$ cat src/rtl/io_pkg.sv
`default_nettype none
// ============================================================================
//  Module      : io_pkg
//  Description : Shared constants and types for the switch input port.
//  Revision    : 1.0 - initial release
// ============================================================================
package io_pkg;

    localparam int IO_WIDTH        = 32;
    localparam int DEF_SYNC_STAGES = 2;
    localparam int DEF_TICK_DIV    = 50000;   // 1 ms sample tick at 50 MHz
    localparam int DEF_STABLE_CNT  = 4;

    typedef logic [IO_WIDTH-1:0] io_word_t;

endpackage : io_pkg
`default_nettype wire

$ cat src/rtl/sw_debounce_bit.sv
`default_nettype none
// ============================================================================
//  Module      : sw_debounce_bit
//  Description : One switch bit: synchroniser chain, tick-driven stability
//                counter, debounced output and one-cycle change pulse.
//  Revision    : 1.0 - initial release
// ============================================================================
module sw_debounce_bit
    import io_pkg::*;
#(
    parameter int SYNC_STAGES = DEF_SYNC_STAGES,
    parameter int STABLE_CNT  = DEF_STABLE_CNT
) (
    input  logic clk_i,
    input  logic rst_i,
    input  logic tick_i,
    input  logic raw_i,
    output logic sw_o,
    output logic change_o
);

    localparam int               CNT_W    = $clog2(STABLE_CNT + 1);
    localparam logic [CNT_W-1:0] CNT_LAST = CNT_W'(STABLE_CNT - 1);

    logic [SYNC_STAGES-1:0] sync_q;
    logic                   synced;
    logic                   differs;
    logic [CNT_W-1:0]       cnt;

    assign synced  = sync_q[SYNC_STAGES-1];
    assign differs = synced ^ sw_o;

    // Plain flop chain bringing the asynchronous pin into the clock domain
    always_ff @(posedge clk_i or posedge rst_i) begin
        if (rst_i) begin
            sync_q <= '0;
        end else begin
            sync_q <= {sync_q[SYNC_STAGES-2:0], raw_i};
        end
    end

    // Count consecutive ticks that disagree with the output; flip after STABLE_CNT
    always_ff @(posedge clk_i or posedge rst_i) begin
        if (rst_i) begin
            cnt      <= '0;
            sw_o     <= 1'b0;
            change_o <= 1'b0;
        end else begin
            change_o <= 1'b0;
            if (tick_i) begin
                if (!differs) begin
                    cnt <= '0;                  // any agreeing sample restarts the window
                end else if (cnt == CNT_LAST) begin
                    sw_o     <= synced;
                    cnt      <= '0;
                    change_o <= 1'b1;
                end else begin
                    cnt <= cnt + CNT_W'(1);
                end
            end
        end
    end

endmodule : sw_debounce_bit
`default_nettype wire

$ cat src/rtl/io_sw_debounce.sv
`default_nettype none
// ============================================================================
//  Module      : io_sw_debounce
//  Description : Synchronises and debounces the board switches into the
//                clean word feeding the processor io_sw_i port; also gives
//                per-bit change pulses and a sticky settled flag.
//  Revision    : 1.0 - initial release
// ============================================================================
module io_sw_debounce
    import io_pkg::*;
#(
    parameter int WIDTH       = IO_WIDTH,
    parameter int SYNC_STAGES = DEF_SYNC_STAGES,
    parameter int TICK_DIV    = DEF_TICK_DIV,
    parameter int STABLE_CNT  = DEF_STABLE_CNT
) (
    input  logic             clk_i,
    input  logic             rst_i,
    input  logic [WIDTH-1:0] sw_raw_i,
    output logic [WIDTH-1:0] io_sw_o,
    output logic [WIDTH-1:0] sw_change_o,
    output logic             sw_valid_o
);

    // A one-cycle divider still needs a one-bit counter that simply sits at 0
    localparam int               PRE_W    = (TICK_DIV > 1) ? $clog2(TICK_DIV) : 1;
    localparam logic [PRE_W-1:0] PRE_LAST = PRE_W'(TICK_DIV - 1);
    localparam int               VAL_W    = $clog2(STABLE_CNT + 1);
    localparam logic [VAL_W-1:0] VAL_LAST = VAL_W'(STABLE_CNT - 1);

    logic [PRE_W-1:0] pre_cnt;
    logic             tick;
    logic [VAL_W-1:0] val_cnt;

    assign tick = (pre_cnt == PRE_LAST);

    // Free-running sample prescaler, wraps silently
    always_ff @(posedge clk_i or posedge rst_i) begin
        if (rst_i) begin
            pre_cnt <= '0;
        end else if (tick) begin
            pre_cnt <= '0;
        end else begin
            pre_cnt <= pre_cnt + PRE_W'(1);
        end
    end

    // Settled flag: set on the STABLE_CNT-th tick after reset, then frozen
    always_ff @(posedge clk_i or posedge rst_i) begin
        if (rst_i) begin
            val_cnt    <= '0;
            sw_valid_o <= 1'b0;
        end else if (tick && !sw_valid_o) begin
            val_cnt <= val_cnt + VAL_W'(1);
            if (val_cnt == VAL_LAST) begin
                sw_valid_o <= 1'b1;
            end
        end
    end

    for (genvar i = 0; i < WIDTH; i++) begin : g_bit
        sw_debounce_bit #(
            .SYNC_STAGES (SYNC_STAGES),
            .STABLE_CNT  (STABLE_CNT)
        ) u_bit (
            .clk_i    (clk_i),
            .rst_i    (rst_i),
            .tick_i   (tick),
            .raw_i    (sw_raw_i[i]),
            .sw_o     (io_sw_o[i]),
            .change_o (sw_change_o[i])
        );
    end

endmodule : io_sw_debounce
`default_nettype wire

$ cat config.mk
export PLATFORM = sky130hd
export DESIGN_NAME = io_sw_debounce
export DESIGN_NICKNAME = d
export VERILOG_FILES = /design/src/rtl/io_pkg.sv /design/src/rtl/sw_debounce_bit.sv /design/src/rtl/io_sw_debounce.sv
export SDC_FILE = /design/constraint.sdc
export NUM_CORES = 1
export LEC_CHECK = 0
export BUFFER_PORTS_ARGS = -buffer_cell sky130_fd_sc_hd__buf_2
export CORE_UTILIZATION = 45
export DETAILED_ROUTE_END_ITERATION = 10
export SLEW_MARGIN = 20
export SYNTH_ARGS = -nofsm -noshare
export SYNTH_HDL_FRONTEND = slang
export SYNTH_HIERARCHICAL = 1
export SYNTH_SLANG_ARGS = --single-unit
$ cat constraint.sdc
create_clock -name clk_i -period 3.85 [get_ports clk_i]
set_input_delay 0.1925 -clock clk_i [delete_from_list [all_inputs] [get_ports clk_i]]
set_output_delay 0.1925 -clock clk_i [all_outputs]
set_load 0.05 [all_outputs]
==> results of run 1 <==
==> synthesized netlist by cell type, drive strengths merged <==
cell     number  area, um2
or4bb         1      11.26
o32ai        32      280.3
nand2b       66      412.9
xor2          6      52.55
or2b         32      240.2
and2b        33      249.0
ha           35      437.9
nand4         3      18.77
nand3b       32      360.4
a21o          1      7.510
nor3          1      5.000
mux2         33      491.7
nand3         7      35.03
o31ai        32      240.2
nor2         42      157.7
and3          1      6.260
nor4          4      46.29
inv         100      375.4
or4b          1      13.76
mux2i         3      30.03
buf           2      12.51
nand4bb       1      11.26
dfrtp       244       6106
nand2        36      135.1
xnor2        39      341.6
nor2b         1      6.260
o22ai        32      200.2
==> layout make-up <==
class	instances	area, um2
well taps	280	350.3
repair buffers	134	868.3
inverters	100	375.4
flip-flops and latches	244	6106
clock inverters	8	93.84
fillers	1859	9711
clock buffers	41	798.3
multi-input cells	474	3791
==> cells by family after synthesis <==
logic type / after synthesis / share of synthesized area, %
and+or+nand+nor: 261 / 16.62
DFF: 244 / 59.37
buffers and inverters: 102 / 3.771
AOI/OAI and AO/OA: 97 / 7.080
xor gates and xnor gates: 45 / 3.832
muxes: 36 / 5.073
adders and majority gates: 35 / 4.258
==> through the flow <==
step                utilization [%]  hold WS [ns]  setup WS, ns
finish                        56.05        0.3030         1.205
global route                  56.05        0.2852         1.053
CTS                           56.05        0.2736         1.168
detailed placement            50.52        0.3018         1.180
global placement              50.52        0.3001         1.250
floorplan                         -     -0.004102        0.8476
==> critical path: stages, from the launching register on <==
cell and delay (ns):
dfrtp_1 0.39, ha_1 0.22, or4b_4 0.49, nor4_4 0.37, buf_12 0.43, and2b_2 0.27
mux2_1 0.32
==> metal layers <==
layer | vias to the layer above | track usage (%) | share of wire [%]
li1 | 3096 | - | -
met1 | 3031 | 21.62 | 48
met2 | 86 | 24.81 | 45
met3 | 30 | 3.686 | 4.6
met4 | 0 | 3.896 | 2.0
met5 | - | 0 | 0
==> registers in the layout, summed over array words and instances (netlist names) <==
name                  count
g_bit.u_bit/sync_q       64
val_cnt                   3
pre_cnt                  16
sw_valid_o                1
g_bit.u_bit/sw_o         32
g_bit.u_bit/change_o     32
g_bit.u_bit/cnt          96
==> cells in the final DEF (no fill, tap or decap), drive strengths merged, types with 4 or more instances in the layout <==
cell	Yosys	layout
nand2b	66	66
inv	100	101
and2b	33	33
mux2	33	33
dfrtp	244	244
nand3	7	7
clkbuf	0	41
nand3b	32	32
clkinv	0	5
dlygate4sd3	0	33
or2b	32	32
xor2	6	6
xnor2	39	39
o32ai	32	32
o22ai	32	32
nor2	42	42
nor4	4	4
o31ai	32	32
nand2	36	36
buf	2	101
ha	35	35
==> report_power, final <==
group / switching [mW] / internal [mW]
Sequential: 0.0156 / 2.60
Combinational: 0.0847 / 0.0488
Clock: 0.987 / 1.56
Total: 1.09 / 4.20
==> path summary, 6_finish.rpt <==
check	cells after the start	endpoint	from	slack, ns
worst max-delay path	6	val_cnt[1]	pre_cnt[0]	1.20
worst min-delay path	2	g_bit[20].u_bit/sync_q[0]	sw_raw_i[20]	0.30
worst max register to register	6	val_cnt[1]	pre_cnt[0]	1.20
worst min register to register	0	g_bit[22].u_bit/sync_q[1]	g_bit[22].u_bit/sync_q[0]	0.35
max in group asynchronous	4	pre_cnt[8]	rst_i	2.61
min in group asynchronous	4	g_bit[22].u_bit/cnt[1]	rst_i	0.48
==> flow_summary.json, run 1 <==
{
  "status": "finished clean",
  "ant_nets": 0,
  "die_h_um": 153.2,
  "grt_pass1_vias": 6469,
  "nNetsFinal": 1050,
  "antenna_found_initial": 0,
  "core_um2": 22090,
  "rows": 54,
  "first_pass_iters": 4,
  "port-buffer-count": 98,
  "io_pins": 99,
  "start_util_pct": 46.55,
  "power.density_nw_per_um2": 427.3,
  "track_usage_pct": 15.62,
  "clk_latency_ns": 0.53,
  "post_cts_buffers": 0,
  "relSlewSlack_pct": 46.96,
  "yosysSeqAreaShare_pct": 59.37,
  "gp_congestion": 0.7308,
  "cts.htree.levels": 1,
  "syn_inst": 820,
  "yosys_warnings": 6,
  "ir_worst_vdd_mv": 0.3557,
  "cts-resized-gates": 0,
  "p_total_mw": 5.291,
  "postSynthAreaPerCell_um2": 12.54,
  "worst_pin_slew_ns": 0.7947,
  "synth_nets": 889,
  "ctsHoldBuffers": 33,
  "ctsRootBufferMaster": "clkbuf_16",
  "drive_gt1_share_pct": 21.08,
  "grt_max_degree": 117,
  "hp-class": "input port to flip-flop",
  "arrival_ns": 3.05,
  "setup-violations-final": 0,
  "critPathLaunchType": "flip-flop",
  "synth.ff_latch_count": 244,
  "synth_area_um2": 10280,
  "max_cap_viol_count": 0,
  "grt_overflow": 0,
  "post_dp_cell_area_um2": 11160,
  "finClkSkew_ns": 0.01150,
  "critical_path_class": "flip-flop to flip-flop",
  "rsz0062_at_grt": "no",
  "stdcell_count": 1281,
  "antennaDiodeCount": 0,
  "maxSlewViolCount": 0,
  "stdcell_area_um2": 12380,
  "cts_inserted_buffers": 27,
  "fin_crit_sh_pct": 68.71,
  "clk_transition_reported_paths_ns": 0.06,
  "cp_max_fo": 116,
  "area_delta_synth_final_pct": 20.40,
  "grt_pass1_wl_um": 30570,
  "min_period_ns": 2.645,
  "hold_violations": 0,
  "drt-initial-drc-count": 315,
  "cellLeakagePower_nw": 6.116,
  "cp-end-kind": "flip-flop",
  "cts_buffer_depth": 3,
  "cts_tree": "done",
  "dieArea_um2": 23460,
  "dpl.cell_count": 1199,
  "die_w_um": 153.2,
  "avgRoutedWirePerCell_um": 13.27,
  "wirelength_um": 17000,
  "cts_sinks": 244,
  "via_count": 6243,
  "dpl.hpwl_um": 10890,
  "drc_errors": 0,
  "viasPerCell": 4.874,
  "fmax_ghz": 0.3780,
  "finalSetupTns_ns": 0,
  "critical_path_required_ns": 4.25,
  "synth_cell_types": 32
}
Note: power is estimated with default switching activity, not from simulation.
==> run 2, diff against run 1 <==
==> constraint.sdc (replaced) <==
create_clock -name clk_i -period 2.5 [get_ports clk_i]
set_input_delay 0.125 -clock clk_i [delete_from_list [all_inputs] [get_ports clk_i]]
set_output_delay 0.125 -clock clk_i [all_outputs]
set_load 0.05 [all_outputs]
==> flow_summary.json, run 2 (same netlist as run 1, synthesis figures left out) <==
{
  "track_usage_pct": 15.87,
  "stdcell_area_um2": 12510,
  "arrival_ns": 2.75,
  "setup_ws_ns": 0.1548,
  "cts_buffer_depth": 3,
  "finClkSkew_ns": 0.01378,
  "fin_crit_sh_pct": 93.81,
  "maxSlewViolCount": 0,
  "regMostFlops": "g_bit.u_bit/cnt",
  "setup-violations-final": 0,
  "start_util_pct": 46.55,
  "cts_tree": "done",
  "status": "finished clean",
  "hp-class": "input port to flip-flop",
  "drc_errors": 0,
  "finalSetupTns_ns": 0,
  "clk_transition_reported_paths_ns": 0.06,
  "port-buffer-count": 98,
  "area_delta_synth_final_pct": 21.63,
  "antennaDiodeCount": 0,
  "grt_pass1_wl_um": 31020,
  "nNetsFinal": 1059,
  "die_w_um": 153.2,
  "cts_inserted_buffers": 27,
  "post_dp_cell_area_um2": 11250,
  "gp_congestion": 0.7158,
  "max_cap_viol_count": 0,
  "r2r_cells": 7,
  "cp-end-kind": "flip-flop",
  "dpl.hpwl_um": 11770,
  "relSlewSlack_pct": 44.74,
  "via_count": 6273,
  "drive_gt1_share_pct": 21.88,
  "ctsRootBufferMaster": "clkbuf_16",
  "avgRoutedWirePerCell_um": 13.60,
  "num-fill-cells": 1854,
  "grt_overflow": 0,
  "cts_sinks": 244,
  "cellLeakagePower_nw": 6.184,
  "power.density_nw_per_um2": 656.8,
  "grt_pass1_vias": 6516,
  "critPathLaunchType": "flip-flop",
  "first_pass_iters": 4,
  "ir_worst_vdd_mv": 0.4773,
  "dp_slack_ns": 0.1411,
  "viasPerCell": 4.863,
  "core_um2": 22090,
  "reg_top3": "g_bit.u_bit/cnt (96), g_bit.u_bit/sync_q (64)",
  "critical_path_required_ns": 2.90,
  "io_pins": 99,
  "cp_max_fo": 49,
  "hold-path-cell-count": 2,
  "largest_register_ffs": 96,
  "layout_common_cells": "dfrtp_1, inv_1, buf_2",
  "die_h_um": 153.2,
  "critical_path_class": "flip-flop to flip-flop",
  "antenna_found_initial": 0,
  "clk_latency_ns": 0.53,
  "rsz0062_at_grt": "no",
  "wirelength_um": 17550,
  "ant_nets": 0,
  "min_period_ns": 2.345,
  "worst_pin_slew_ns": 0.8279,
  "drt-initial-drc-count": 261,
  "grt_max_degree": 50,
  "cts.htree.levels": 1,
  "dieArea_um2": 23460,
  "rows": 54,
  "hold_violations": 0,
  "final_common_cell": "dfrtp_1",
  "fmax_ghz": 0.4264
}
==> run 2: what timing repair did <==
action / 4_1_cts / 5_1_grt
resized for setup: 0 / 3
endpoints found under the hold margin: 276 / 0
buffers inserted: 0 / 0
setup endpoints to repair: 0 / 5
hold buffers: 33 / 0
==> run 2: layout make-up <==
class	instances	area, um2	share of cell area [%]
flip-flops and latches	244	6106	48.81
multi-input cells	474	3791	30.31
repair buffers	143	975.9	7.802
clock buffers	42	822.0	6.571
inverters	100	375.4	3.001
well taps	280	350.3	2.801
clock inverters	7	88.84	0.7101
==> run 2: per-layer routing <==
layer | GRT usage [%] | part of all wire (%)
met5 | 0 | 0
met4 | 4.473 | 2.4
met2 | 26.05 | 46
met1 | 21.61 | 48
met3 | 2.892 | 3.4
==> run 2: per-stage QoR <==
step	hold slack [ns]	utilization, %	power, mW	cells
final	0.2375	56.62	8.216	1290
after global routing	0.2138	56.62	8.560	1290
after CTS	0.2054	56.55	8.376	1290
after detailed placement	0.2343	50.93	4.274	1208
after global placement	0.2330	50.93	4.271	1208
after floorplan	-0.07160	-	4.195	820
==> run 2: worst max-delay path, cell delays in order (launching register included) <==
cell and delay, ns:
dfrtp_1 0.38, ha_1 0.22, or4b_4 0.48, nor4_4 0.26
buf_6 0.19, buf_16 0.22, nand3b_2 0.13, mux2_4 0.31
==> run 2: final timing paths <==
check / startpoint / to / slack, ns
worst min-delay path: sw_raw_i[17] / g_bit[17].u_bit/sync_q[0] / 0.24
worst max-delay path: pre_cnt[0] / g_bit[0].u_bit/sw_o / 0.15
min in group asynchronous: rst_i / pre_cnt[4] / 0.33
worst min register to register: g_bit[20].u_bit/sync_q[0] / g_bit[20].u_bit/sync_q[1] / 0.34
max in group asynchronous: rst_i / val_cnt[2] / 1.65
worst max register to register: pre_cnt[0] / g_bit[0].u_bit/sw_o / 0.15
==> run 2: power breakdown <==
group	internal, mW	total [mW]	switching [mW]
Combinational	0.0753	0.206	0.131
Sequential	4.00	4.03	0.0246
Clock	2.45	3.98	1.53
Total	6.53	8.22	1.69
==> run 3, diff against run 2 <==
--- a/config.mk
+++ b/config.mk
@@ -8,6 +8,7 @@
 export BUFFER_PORTS_ARGS = -buffer_cell sky130_fd_sc_hd__buf_2
 export CORE_UTILIZATION = 45
 export DETAILED_ROUTE_END_ITERATION = 10
+export PLACE_DENSITY = 0.66
 export SLEW_MARGIN = 20
 export SYNTH_ARGS = -nofsm -noshare
 export SYNTH_HDL_FRONTEND = slang
==> constraint.sdc (replaced) <==
create_clock -name clk_i -period 2.1 [get_ports clk_i]
set_input_delay 0.42 -clock clk_i [delete_from_list [all_inputs] [get_ports clk_i]]
set_output_delay 0.42 -clock clk_i [all_outputs]
set_load 0.05 [all_outputs]
==> flow_summary.json, run 3 (same netlist as run 1, synthesis figures left out) <==
{
  "cellLeakagePower_nw": 7.011,
  "hp-class": "input port to flip-flop",
  "first_pass_iters": 4,
  "fmax_ghz": 0.4528,
  "reg2reg_slack_ns": -0.11,
  "io_pins": 99,
  "clkPwrFrac_pct": 47.5,
  "post_dp_cell_area_um2": 11520,
  "max_cap_viol_count": 0,
  "maxSlewViolCount": 0,
  "rows": 54,
  "dieArea_um2": 23460,
  "final_common_cell": "dfrtp_1",
  "port-buffer-count": 98,
  "ctsRootBufferMaster": "clkbuf_16",
  "nNetsFinal": 1111,
  "gp_congestion": 0.7478,
  "fin_crit_sh_pct": 105.2,
  "crit_start": "pre_cnt[1]",
  "antenna_found_initial": 1,
  "arrival_ns": 2.61,
  "core_um2": 22090,
  "clk_transition_reported_paths_ns": 0.06,
  "ant_nets": 0,
  "multi_input_area_um2": 4233,
  "cts_inserted_buffers": 27,
  "cts_buffer_depth": 3,
  "die_w_um": 153.2,
  "cts_sinks": 244,
  "viasPerCell": 4.928,
  "violations": "setup timing",
  "r2r_end": "g_bit[16].u_bit/sw_o",
  "critPathLaunchType": "flip-flop",
  "layout_common_cells": "dfrtp_1, inv_1, buf_2",
  "setup-violations-final": 76,
  "stdcell_area_um2": 13430,
  "p_total_mw": 9.612,
  "drt-initial-drc-count": 295,
  "area_delta_synth_final_pct": 30.57,
  "r2r_cells": 8,
  "stdcell_count": 1340,
  "cp-end-kind": "flip-flop",
  "relSlewSlack_pct": 43.75,
  "regMostFlops": "g_bit.u_bit/cnt",
  "dpl.cell_count": 1246,
  "r2r-start": "pre_cnt[1]",
  "drc_errors": 0,
  "cts.htree.levels": 1,
  "critPathCapture": "g_bit[16].u_bit/sw_o",
  "grt_max_degree": 34,
  "hold_violations": 0,
  "power.internal_mw": 7.645,
  "critical_path_class": "flip-flop to flip-flop",
  "min_period_ns": 2.209,
  "rsz0062_at_grt": "yes",
  "cp_max_fo": 8,
  "pwr-share-comb_pct": 2.6,
  "p_sw_mw": 1.966,
  "finClkSkew_ns": 0.007563,
  "hold-path-cell-count": 1,
  "setup_ws_ns": -0.1087,
  "track_usage_pct": 16.56,
  "largest_register_ffs": 96,
  "avgRoutedWirePerCell_um": 14.57,
  "dpl.hpwl_um": 12400,
  "die_h_um": 153.2,
  "grt_overflow": 0,
  "worst_pin_slew_ns": 0.8437,
  "seqPwrFrac_pct": 49.9,
  "grt_pass1_vias": 6831,
  "drive_gt1_share_pct": 30.94,
  "wirelength_um": 19530,
  "cts_tree": "done",
  "ir_worst_vdd_mv": 0.6271,
  "dp_slack_ns": -0.1647,
  "start_util_pct": 46.55,
  "swShare_pct": 20.46,
  "antennaDiodeCount": 0,
  "num-fill-cells": 1757,
  "clk_latency_ns": 0.52,
  "status": "finished with violations",
  "power.density_nw_per_um2": 715.7,
  "seqCellArea_um2": 6106,
  "reg_top3": "g_bit.u_bit/cnt (96), g_bit.u_bit/sync_q (64)",
  "grt_pass1_wl_um": 32130,
  "via_count": 6603,
  "critical_path_required_ns": 2.50
}
run 3: layer usage:
layer | GRT usage, % | share of wire, % | vias up
li1 | - | - | 3210
met1 | 22.21 | 45 | 3252
met2 | 27.72 | 49 | 99
met3 | 2.722 | 3.1 | 40
met4 | 4.810 | 2.6 | 2
met5 | 0 | 0.061 | -
run 3: per-stage QoR:
| stage | hold slack, ns | util, % | setup TNS [ns] |
|---|---|---|---|
| finish | 0.02652 | 60.78 | -3.934 |
| CTS | 0.002702 | 58.13 | -8.144 |
| floorplan | 0.2234 | - | -20.76 |
| detailed placement | 0.3347 | 52.15 | -5.735 |
| global route | 0.002528 | 60.78 | -14.02 |
| global placement | 0.3310 | 52.15 | -2.230 |
run 3: worst min path at each step:
stage / startpoint / to / slack, ns
after global routing: sw_raw_i[22] / g_bit[22].u_bit/sync_q[0] / 0.003
after CTS: sw_raw_i[21] / g_bit[21].u_bit/sync_q[0] / 0.003
after floorplan: rst_i / g_bit[0].u_bit/change_o / 0.22
after detailed placement: g_bit[11].u_bit/sync_q[0] / g_bit[11].u_bit/sync_q[1] / 0.33
final: sw_raw_i[21] / g_bit[21].u_bit/sync_q[0] / 0.03
after global placement: g_bit[31].u_bit/sync_q[0] / g_bit[31].u_bit/sync_q[1] / 0.33
run 3: cell type report:
type                       instances  area share [%]
clock buffer                      45           6.205
clock inverter                     2          0.2888
inverter                         100           2.795
multi-input combinational        474           31.52
sequential                       244           45.47
tap                              280           2.609
timing repair buffer             195           11.12
run 3: critical path: stages, from the launching register on:
cell	delay (ns)
dfrtp_1	0.38
ha_2	0.19
or4b_4	0.47
nor4_4	0.17
buf_6	0.17
buf_12	0.14
buf_6	0.13
nand3b_2	0.11
mux2_4	0.32
run 3: timing repair:
item                       CTS  global route
hold buffers                28             0
hold endpoints to repair    28             0
resized for setup           15            86
setup endpoints to repair   73           134
pin swaps                    1             5
cloned                       2             3
setup buffers                4            13
run 3: power by group through the flow:
| stage | clock network [mW] | registers, mW | logic, mW |
|---|---|---|---|
| floorplan | 0 | 4.87 | 0.122 |
| global placement | 0 | 4.88 | 0.205 |
| detailed placement | 0 | 4.88 | 0.206 |
| CTS | 4.70 | 4.80 | 0.250 |
| global route | 4.90 | 4.80 | 0.285 |
| finish | 4.57 | 4.80 | 0.249 |
